[src/rtl/div_seq_ctrl_if.sv]
// Request/response bundle between the EX stage and the DIV/DIVU sequencer.
interface div_seq_ctrl_if #(
    parameter int DATA_W = 32
);
    logic              start;
    logic              is_signed;
    logic [DATA_W-1:0] dividend;
    logic [DATA_W-1:0] divisor;
    logic              cancel;
    logic              stall_req;
    logic              ready;
    logic [DATA_W-1:0] quotient;
    logic [DATA_W-1:0] remainder;

    modport master (
        output start, is_signed, dividend, divisor, cancel,
        input  stall_req, ready, quotient, remainder
    );

    modport slave (
        input  start, is_signed, dividend, divisor, cancel,
        output stall_req, ready, quotient, remainder
    );
endinterface

[src/rtl/div_seq_ctrl.sv]
// 32-step restoring DIV/DIVU sequencer; stalls EX while busy, pulses ready.
// Optional macro DIV_ZERO_FAST_EN: divide by zero skips the BUSY phase.
module div_seq_ctrl #(
    parameter int DATA_W = 32,
    parameter int CNT_W  = 6
) (
    input  logic          clk,
    input  logic          rst,
    div_seq_ctrl_if.slave bus
);
    typedef enum logic [1:0] {IDLE, BUSY, DONE} state_t;

    state_t            state;
    logic [CNT_W-1:0]  cnt;
    logic [DATA_W-1:0] pr;
    logic [DATA_W-1:0] quo;
    logic [DATA_W-1:0] dvs;
    logic [DATA_W-1:0] dvd_raw;
    logic              q_neg;
    logic              r_neg;
    logic              dz;
    logic [DATA_W-1:0] q_r;
    logic [DATA_W-1:0] r_r;
    logic              rdy_r;

    logic              go;
    logic              a_neg;
    logic              b_neg;
    logic [DATA_W-1:0] a_abs;
    logic [DATA_W-1:0] b_abs;
    logic [DATA_W:0]   rem_sh;
    logic [DATA_W:0]   trial;
    logic [DATA_W-1:0] pr_n;
    logic [DATA_W-1:0] quo_n;
    logic [DATA_W-1:0] q_fix;
    logic [DATA_W-1:0] r_fix;

    always_comb begin
        go     = (state == IDLE) && bus.start && !bus.cancel;
        a_neg  = bus.is_signed && bus.dividend[DATA_W-1];
        b_neg  = bus.is_signed && bus.divisor[DATA_W-1];
        a_abs  = a_neg ? -bus.dividend : bus.dividend;
        b_abs  = b_neg ? -bus.divisor : bus.divisor;
        rem_sh = {pr, quo[DATA_W-1]};
        trial  = rem_sh - {1'b0, dvs};
        if (!trial[DATA_W]) begin
            pr_n  = trial[DATA_W-1:0];
            quo_n = {quo[DATA_W-2:0], 1'b1};
        end else begin
            pr_n  = rem_sh[DATA_W-1:0];
            quo_n = {quo[DATA_W-2:0], 1'b0};
        end
        // Divide by zero bypasses the sign fix and returns the raw dividend.
        q_fix = dz ? '1 : (q_neg ? -quo_n : quo_n);
        r_fix = dz ? dvd_raw : (r_neg ? -pr_n : pr_n);
        bus.stall_req = !rst &&
                        (go || (state == BUSY && !bus.cancel));
    end

    assign bus.ready     = rdy_r;
    assign bus.quotient  = q_r;
    assign bus.remainder = r_r;

    always_ff @(posedge clk) begin
        if (rst) begin
            state   <= IDLE;
            cnt     <= '0;
            pr      <= '0;
            quo     <= '0;
            dvs     <= '0;
            dvd_raw <= '0;
            q_neg   <= 1'b0;
            r_neg   <= 1'b0;
            dz      <= 1'b0;
            q_r     <= '0;
            r_r     <= '0;
            rdy_r   <= 1'b0;
        end else begin
            rdy_r <= 1'b0;
            if (bus.cancel) begin
                state <= IDLE;
            end else begin
                unique case (state)
                    IDLE: if (bus.start) begin
                        dvs     <= b_abs;
                        quo     <= a_abs;
                        pr      <= '0;
                        cnt     <= '0;
                        dvd_raw <= bus.dividend;
                        q_neg   <= a_neg ^ b_neg;
                        r_neg   <= a_neg;
                        dz      <= (bus.divisor == '0);
`ifdef DIV_ZERO_FAST_EN
                        if (bus.divisor == '0) begin
                            state <= DONE;
                            rdy_r <= 1'b1;
                            q_r   <= '1;
                            r_r   <= bus.dividend;
                        end else begin
                            state <= BUSY;
                        end
`else
                        state <= BUSY;
`endif
                    end
                    BUSY: begin
                        pr  <= pr_n;
                        quo <= quo_n;
                        cnt <= cnt + CNT_W'(1);
                        // Final step: results land in the regs as DONE begins.
                        if (cnt == CNT_W'(DATA_W - 1)) begin
                            state <= DONE;
                            rdy_r <= 1'b1;
                            q_r   <= q_fix;
                            r_r   <= r_fix;
                        end
                    end
                    DONE:    state <= IDLE;
                    default: state <= IDLE;
                endcase
            end
        end
    end
endmodule

[src/flat_wrapper.sv]
// flat-port wrapper written by rule: the top's interface ports become plain ports
module div_seq_ctrl_flat 
#(
    parameter int DATA_W = 32,
    parameter int CNT_W  = 6
)
  (clk, rst, bus_start, bus_is_signed, bus_dividend, bus_divisor, bus_cancel, bus_stall_req, bus_ready, bus_quotient, bus_remainder);
  div_seq_ctrl_if #(.DATA_W(DATA_W)) bus_i ();
  input  logic clk;
  input  logic rst;
  input wire logic [$bits(bus_i.start)-1:0] bus_start;
  input wire logic [$bits(bus_i.is_signed)-1:0] bus_is_signed;
  input wire logic [$bits(bus_i.dividend)-1:0] bus_dividend;
  input wire logic [$bits(bus_i.divisor)-1:0] bus_divisor;
  input wire logic [$bits(bus_i.cancel)-1:0] bus_cancel;
  output wire logic [$bits(bus_i.stall_req)-1:0] bus_stall_req;
  output wire logic [$bits(bus_i.ready)-1:0] bus_ready;
  output wire logic [$bits(bus_i.quotient)-1:0] bus_quotient;
  output wire logic [$bits(bus_i.remainder)-1:0] bus_remainder;
  assign bus_i.start = bus_start;
  assign bus_i.is_signed = bus_is_signed;
  assign bus_i.dividend = bus_dividend;
  assign bus_i.divisor = bus_divisor;
  assign bus_i.cancel = bus_cancel;
  assign bus_stall_req = bus_i.stall_req;
  assign bus_ready = bus_i.ready;
  assign bus_quotient = bus_i.quotient;
  assign bus_remainder = bus_i.remainder;
  div_seq_ctrl #(.DATA_W(DATA_W), .CNT_W(CNT_W)) u_core (.clk(clk), .rst(rst), .bus(bus_i));
endmodule
[config.mk]
export PLATFORM = sky130hd
export DESIGN_NAME = div_seq_ctrl_flat
export DESIGN_NICKNAME = d
export VERILOG_FILES = /design/src/rtl/div_seq_ctrl_if.sv /design/src/rtl/div_seq_ctrl.sv /design/src/flat_wrapper.sv
export SDC_FILE = /design/constraint.sdc
export NUM_CORES = 1
export LEC_CHECK = 0
export ABC_CLOCK_PERIOD_IN_PS = 7960
export CORE_MARGIN = 8
export CORE_UTILIZATION = 55
export CTS_BUF_LIST = sky130_fd_sc_hd__clkbuf_4
export DETAILED_ROUTE_END_ITERATION = 12
export HOLD_SLACK_MARGIN = 0.15
export MAX_ROUTING_LAYER = met4
export PLACE_DENSITY = 0.78
export SETUP_SLACK_MARGIN = 0.02
export SLEW_MARGIN = 20
export SYNTH_ARGS = -nofsm -noshare
export SYNTH_HDL_FRONTEND = slang
export SYNTH_SLANG_ARGS = --single-unit
[constraint.sdc]
create_clock -name clk -period 7.96 [get_ports clk]
set_clock_uncertainty 0.2 [all_clocks]
set_input_delay 1.99 -clock clk [delete_from_list [all_inputs] [get_ports clk]]
set_output_delay 1.99 -clock clk [all_outputs]
set_load 0.1 [all_outputs]
Word level (Yosys, flattened, before mapping)
Index checks and enable logic that the tools add are counted.
{"block": "classes", "bitwise": 3, "n_addsub": 6, "mux": 18, "n_reduce_logical": 18, "eq_ne": 4}
{"op": "$mux W32", "n": 9}
{"op": "$neg A32 Y32", "n": 4}
{"op": "$pmux W32 S2", "n": 2}
{"op": "$sub A33 B32 Y33", "n": 1}
{"op": "$logic_not A32 Y1", "n": 1}
{"op": "$pmux W6 S2", "n": 1}
{"op": "$reduce_and A3 Y1", "n": 3}
{"op": "$add A6 B1 Y6 const B", "n": 1}
{"op": "$eq A6 B5 Y1 const B", "n": 1}
{"op": "$logic_and A1 B1 Y1", "n": 6}
{"op": "$mux W6", "n": 1}
{"op": "$mux W2", "n": 2}
{"op": "$ne A2 B2 Y1 const B", "n": 2}
{"op": "$pmux W2 S2", "n": 1}
{"op": "$reduce_or A3 Y1", "n": 1}
{"op": "$eq A2 B1 Y1 const B", "n": 1}
{"op": "$logic_not A1 Y1", "n": 2}
{"op": "$logic_not A2 Y1", "n": 1}
{"op": "$mux W1", "n": 2}
{"op": "$not A1 Y1", "n": 2}
{"op": "$reduce_and A2 Y1", "n": 1}
{"op": "$reduce_bool A2 Y1", "n": 1}
{"op": "$reduce_or A2 Y1", "n": 1}
{"op": "$logic_or A1 B1 Y1", "n": 1}
{"op": "$xor A1 B1 Y1", "n": 1}
{"block": "totals", "output_inout_bits": 66, "ff_bits": 204, "wordCells": 61}

Logic depth before layout (Yosys ltp)
{"block": "logic_depth", "ltp_word": 5, "mapped_depth": 26}

Least setup slack after synthesis
OpenSTA, ideal clock, no wires.
{"block": "synth_timing", "kind": "input to output", "start": "input bus_cancel", "end": "output bus_stall_req", "t_arrival_ns": 5.081, "path_slack_ns": 0.689, "stages": 4, "path_buffers": 2, "required_time_ns": 5.770, "cell_sequence": "or4b_2 > clkbuf_1 > clkbuf_1 > o21ai_0"}
{"block": "synth_via", "elab_chain_cells": 4}
{"element": "start, declared", "line_no": "flat_wrapper.sv:15", "source": "input wire logic [$bits(bus_i.cancel)-1:0] bus_cancel;"}
{"element": "$logic_not A1 Y1 (*)", "line_no": "div_seq_ctrl.sv:39, div_seq_ctrl.sv:57"}
{"element": "$logic_and A1 B1 Y1, on equally long branches", "line_no": "div_seq_ctrl.sv:39, div_seq_ctrl.sv:57"}
{"element": "$logic_or A1 B1 Y1 (*)", "line_no": "div_seq_ctrl.sv:57", "source": "(go || (state == BUSY && !bus.cancel));"}
{"element": "$logic_and A1 B1 Y1 (*)", "line_no": "div_seq_ctrl.sv:56", "source": "bus.stall_req = !rst &&"}
{"element": "end, declared", "line_no": "flat_wrapper.sv:16", "source": "output wire logic [$bits(bus_i.stall_req)-1:0] bus_stall_req;"}
Every way passes the cells marked *; elsewhere a longest branch is shown, timed or not.

Worst setup path after layout
Ends and elaborated chain as after synthesis.

==> flow_summary.toml <==
[outcome]
status = "complete, no violations"

[hold_path]
hp-start = "u_core.dvd_raw[31]"
holdPathEnd = "u_core.dvd_raw[31]"
whs_path_depth = 2
hold_class = "register to register"

[layout]
final_cells = 2147
drive_gt1_share_pct = 6.62
final_common_cell = "nand2_1"
areaGrowthSynthToFinish_pct = 15.7
nets = 1901
final_core_util_pct = 64.1
final_cell_mix = "nand2_1 (220), nor2_1 (205), dfxtp_1 (203)"
fillers = 2124
final_area_sq_mm = 0.0149

[cts]
postCtsHoldBufs = 0
clk_latency_ns = 0.71
clk_path_buf_depth = 3
post-cts-setup-buffer-count = 0
clock-sinks = 204
cts.clk_slew.worst_paths_ns = 0.06
cts_tree = "built"
cts_buffers = 55
cts_root_buffer = "clkbuf_4"
cts-resized-gates = 0
ctsHtreeMaxLevel = 2

[placement]
placed_area_sq_mm = 0.0143
io_buffers = 134
hpwlAfterDp_microns = 29000
dp.cells = 2056
place.gp.congestion = 0.916

[timing]
max_slew.worst_pin.slew_ns = 1.02
whs_ns = 0.253
max_freq_mhz = 154
report.final.slew_viol_count = 0
setup-violations-final = 0
post-route-period-util_pct = 81.4
finalSetupTns_ns = 0
period_needed_ns = 6.48
slew_headroom_pct = 30.9
rsz0062_at_grt = "no"
hold_viol = 0

[synth]
synth-edff-count = 0
synth_cell_type_count = 80
yosys_warnings = 0
synthFlopType = "dfxtp_1"
ys_seq_area_share_pct = 31.7
netlist_instances = 1705
synthArstFlopShare_pct = 0
yosys_register_bits = 204
synth.avg_cell_area_sq_um = 7.56
synth_nets = 1812
syn_area_sq_mm = 0.0129

[critical_path]
rr_worst_depth = 22
startpoint = "bus_cancel"
end_kind = "output port"
r2r_setup_slack_ns = 2.40
start_kind = "input port"
cp.arrival_ns = 4.29
rr_startpoint = "u_core.quo[31]"
crit_path_max_fanout = 43
critPathKind = "input port to output port"
reg2reg_to = "u_core.bus.remainder[24]"
worstPathRequired_ns = 5.77

[detailed_routing]
first_iter_violations = 1210
viasPerCell = 6.01
routed-via-count = 12905
drc = 0
drtAntennaViolNets = 0
drtPass1Iterations = 5
drt_wl_total_microns = 39300
wl_per_cell_microns = 18.3

[pwr]
power_density_mw_per_mm2 = 168
vdd_ir_drop_max_mv = 0.0958
power.static_leakage_nw = 5.44

[floorplan]
dieArea_sq_mm = 0.0286
die_x_microns = 169
dieHeight_microns = 169
rows = 56
io_pins = 135
core-area_sq_mm = 0.0233
initial_utilization_pct = 55.4

[global_routing]
grt.total_usage_pct = 28.0
antenna_found_initial = 1
grt_pass1_wl_microns = 64200
grt_max_degree = 101
grt_pass1_vias = 12370
grt_overflow_total = 0

[flow_run]
drv_cap = 0
sequential cells by signal (all words and copies together) (netlist names):
signal and count:
u_core.bus.quotient 32, u_core.bus.ready 1, u_core.bus.remainder 32, u_core.cnt 6
u_core.dvd_raw 32, u_core.dvs 32, u_core.dz 1, u_core.pr 32
u_core.q_neg 1, u_core.quo 32, u_core.r_neg 1, u_core.state 2
logic make-up after synthesis:
logic type | synth area share, %
DFF | 31.7
adders and majority gates | 3.75
muxes | 2.52
buffers and inverters | 5.27
and+or+nand+nor | 22.4
AOI/OAI and AO/OA | 25.7
xor gates and xnor gates | 8.63
Yosys cell counts, types with 19 or more instances:
cell type,number,share of area [%]
nand3_1,27,1.0
o31ai_1,27,1.6
mux2i_1,28,2.2
or3_1,37,1.8
clkbuf_1,92,2.7
nor3_1,38,1.5
o21ai_0,91,3.5
xor2_1,76,5.2
nand2_1,220,6.4
inv_1,59,1.7
and2_1,19,0.92
ha_1,37,3.6
a311oi_1,31,2.1
dfxtp_1,204,32
xnor2_1,51,3.5
a21oi_1,140,5.4
nor2_1,207,6.0
a211oi_1,87,5.1
power by group:
part / switching (mW) / internal, mW / total, mW / leakage (nW)
Sequential: 0.0336 / 1.05 / 1.09 / 1.66
Combinational: 0.328 / 0.193 / 0.521 / 3.41
Clock: 0.451 / 0.442 / 0.893 / 0.381
critical path, stage by stage:
cell and delay (ns):
clkdlybuf4s50_1 0.53, or4b_2 1.09, o21ai_0 0.34, buf_4 0.33
worst max-delay path by stage:
| stage | end | cells after the start | slack [ns] |
|---|---|---|---|
| 2_1_floorplan | bus_stall_req | 4 | 0.69 |
| 3_3_place_gp | bus_stall_req | 4 | 1.56 |
| 3_5_place_dp | bus_stall_req | 4 | 1.49 |
| 4_1_cts | bus_stall_req | 4 | 1.48 |
| 5_1_grt | bus_stall_req | 4 | 1.39 |
| 6_report | bus_stall_req | 4 | 1.48 |
layout make-up:
type | count | area [sq um] | share of cell area (%)
clock buffers | 77 | 578 | 3.87
flip-flops and latches | 204 | 4090 | 27.4
diodes | 1 | 2.50 | 0.0168
inverters | 59 | 221 | 1.48
clock inverters | 13 | 60.1 | 0.403
multi-input cells | 1329 | 8150 | 54.7
repair buffers | 145 | 1420 | 9.51
well taps | 319 | 399 | 2.68
per-layer routing:
layer,track usage (%),up-vias,share of wire (%)
met2,43.5,433,45
met5,-,-,0
li1,-,6323,-
met3,4.40,62,6.8
met1,37.2,6087,46
met4,8.00,0,1.9
metrics by stage:
step / total power, mW / worst slack (ns)
3_3_place_gp: 1.61 / 1.56
5_1_grt: 2.63 / 1.39
2_1_floorplan: 1.47 / 0.689
3_5_place_dp: 1.62 / 1.49
6_report: 2.50 / 1.48
4_1_cts: 2.51 / 1.48
Note: power is estimated with default switching activity, not from simulation.
==> edit, RTL diff (same flow settings) <==
Reset style: asynchronous (`rst`), changed in one clocked block.
--- a/src/rtl/div_seq_ctrl.sv
+++ b/src/rtl/div_seq_ctrl.sv
@@ -61,7 +61,7 @@
     assign bus.quotient  = q_r;
     assign bus.remainder = r_r;
 
-    always_ff @(posedge clk) begin
+    always_ff @(posedge clk or posedge rst) begin
         if (rst) begin
             state   <= IDLE;
             cnt     <= '0;
Function: same outputs for any inputs over 4 cycles, from zero or initial values and one cycle with rst high; that may be too few to reach the edited logic, so the function may still have changed.
==> edit against the original RTL <==
  * Cell area is 7.1% higher
  * Global-route usage down 1.7 points
  * Setup slack improved by 0.52 ns
  * Register-to-register slack improved by 0.07 ns
  * Sequential cell count stayed put
  * Routed wire length is 1.0% higher
  * Area after synthesis rose by 7.6%
  * Critical endpoint unchanged
  * Highest routed layer unchanged
Power is not compared: it rests on default switching activity, and its combinational part moved more than twofold at a synthesized area within 25%.
==> edit: results (changes against the original RTL) <==
<table>
<tr><th>Metric</th><th>Value</th></tr>
<tr><th colspan="2">Critical path</th></tr>
<tr><td>Worst R2R Start</td><td>u_core.quo[31]$_DFFE_PP0P_</td></tr>
<tr><td>Crit path max fanout</td><td>9 (-79%)</td></tr>
<tr><td>Worst reg-to-reg setup slack</td><td>2.47 ns (+0.07 ns)</td></tr>
<tr><td>Cell with the biggest individual delay on the critical path</td><td>sky130_fd_sc_hd__nor2b_1</td></tr>
<tr><td>Data arrival time at the worst-slack endpoint</td><td>3.77 ns (-0.52 ns)</td></tr>
<tr><th colspan="2">Detailed routing</th></tr>
<tr><td>First DRT Iteration DRCs</td><td>1,140 (-5.8%)</td></tr>
<tr><td>Total via count after detailed routing</td><td>13,100 (+1.5%)</td></tr>
<tr><td>Iteration count of the initial detailed-routing pass</td><td>7 (+2)</td></tr>
<tr><th colspan="2">Synth</th></tr>
<tr><td>Biggest area contributors in the synthesized netlist</td><td>sky130_fd_sc_hd__dfrtp_1, sky130_fd_sc_hd__nand2_1, sky130_fd_sc_hd__o21ai_0</td></tr>
<tr><td>Primary flip-flop cell chosen by synthesis mapping</td><td>sky130_fd_sc_hd__dfrtp_1</td></tr>
<tr><td>Post-synthesis net count</td><td>1,832 (+1.1%)</td></tr>
<tr><td>Share of synthesized area occupied by flip-flops and latches</td><td>36.8% (+5.1 points)</td></tr>
<tr><td>List of most frequent post-synthesis cells</td><td>sky130_fd_sc_hd__nand2_1, sky130_fd_sc_hd__dfrtp_1, sky130_fd_sc_hd__o21ai_0</td></tr>
<tr><th colspan="2">Place</th></tr>
<tr><td>Post-Place Worst Slack</td><td>2.05 ns (+0.559 ns)</td></tr>
<tr><td>Inst Count DP</td><td>2,108 (+2.5%)</td></tr>
<tr><th colspan="2">Layout</th></tr>
<tr><td>Non-filler instance count after layout</td><td>2,207 (+2.8%)</td></tr>
<tr><td># nets final</td><td>1,942 (+2.2%)</td></tr>
<tr><td>Number of inserted filler cells in the final layout</td><td>2,231 (+5.0%)</td></tr>
<tr><th colspan="2">Global routing</th></tr>
<tr><td>Global-route usage over all layers</td><td>26.3% (-1.7 points)</td></tr>
<tr><td>Maximum number of pins on one net before global-route repair</td><td>139 (+38%)</td></tr>
<tr><th colspan="2">Hold path</th></tr>
<tr><td>Worst hold start</td><td>u_core.dvs[28]$_DFFE_PP0P_</td></tr>
<tr><td>Endpoint with the worst hold slack</td><td>u_core.dvs[28]$_DFFE_PP0P_</td></tr>
<tr><th colspan="2">Run status</th></tr>
<tr><td>Outcome</td><td>complete, no violations</td></tr>
<tr><th colspan="2">Timing</th></tr>
<tr><td>Slew HR</td><td>29.7% (-1.2 points)</td></tr>
<tr><td>Hold Worst Slack</td><td>0.275 ns (+0.0217 ns)</td></tr>
</table>
-- edit: cell types whose count changed after synthesis, sizes merged, moves of 9 or more --
cell / before / now
a211oi: 87 / 7
a21oi: 141 / 158
a311oi: 31 / 2
a31oi: 10 / 19
clkbuf: 92 / 69
dfrtp: 0 / 204
dfxtp: 204 / 0
mux2i: 28 / 47
nand2: 220 / 303
nor2: 207 / 161
nor4: 14 / 35
o21ai: 100 / 173
or3: 37 / 18
-- edit: cell type report --
class	count	area, sq um	share of cell area [%]
Tap cell	330	413	2.58
Multi-Input combinational cell	1370	8150	51.0
Clock inverter	27	115	0.721
Antenna cell	1	2.50	0.0157
Clock buffer	71	533	3.34
Sequential cell	204	5100	32.0
Inverter	56	218	1.36
Timing Repair Buffer	148	1440	9.04
-- edit: power breakdown --
| group | switching (mW) | leakage [nW] | internal (mW) |
|---|---|---|---|
| clock network | 0.460 | 0.380 | 0.420 |
| logic | 1.27 | 4.14 | 0.772 |
| registers | 0.183 | 2.69 | 1.18 |
-- edit: layer usage --
layer	share of wire [%]	GRT usage (%)	vias to the layer above	routed length, microns
met5	0	-	-	0
met4	3.0	9.22	0	1180
met3	5.9	3.76	86	2350
met2	46	40.5	446	18100
met1	45	35.1	6239	18000
li1	-	-	6327	-
-- edit: cells by family (layout without fill, tap and decap cells) --
group	Yosys count	in the layout	share of synthesized area, %
other cells	0	1	0
simple gates	674	674	22.1
compound gates	479	479	20.9
flops	204	204	36.8
buf+inv	151	302	4.66
mux	55	55	4.04
fa+ha+maj	38	38	3.48
xor+xnor	124	124	7.96
-- edit: worst max path at each step --
stage,end,cells after the start
after floorplan,u_core.bus.quotient[0]$_DFFE_PP0P_,1
after global placement,bus_stall_req,5
after detailed placement,bus_stall_req,5
after CTS,bus_stall_req,5
after global routing,bus_stall_req,5
final,bus_stall_req,5
-- edit: worst reg2reg max path, stage by stage, from the launching register on --
cell	delay, ns
sky130_fd_sc_hd__dfrtp_1	0.43
sky130_fd_sc_hd__inv_1	0.07
sky130_fd_sc_hd__ha_1	0.23
sky130_fd_sc_hd__fa_1	0.41
sky130_fd_sc_hd__nand2b_1	0.21
sky130_fd_sc_hd__a211oi_4	0.40
sky130_fd_sc_hd__o21ai_2	0.17
sky130_fd_sc_hd__a21oi_2	0.30
sky130_fd_sc_hd__o31ai_4	0.13
sky130_fd_sc_hd__xor2_4	0.44
sky130_fd_sc_hd__buf_4	0.77
sky130_fd_sc_hd__mux2_2	0.48
sky130_fd_sc_hd__nor4_2	0.56
sky130_fd_sc_hd__nand4_1	0.16
sky130_fd_sc_hd__nor3b_1	0.18
sky130_fd_sc_hd__mux2_2	0.26
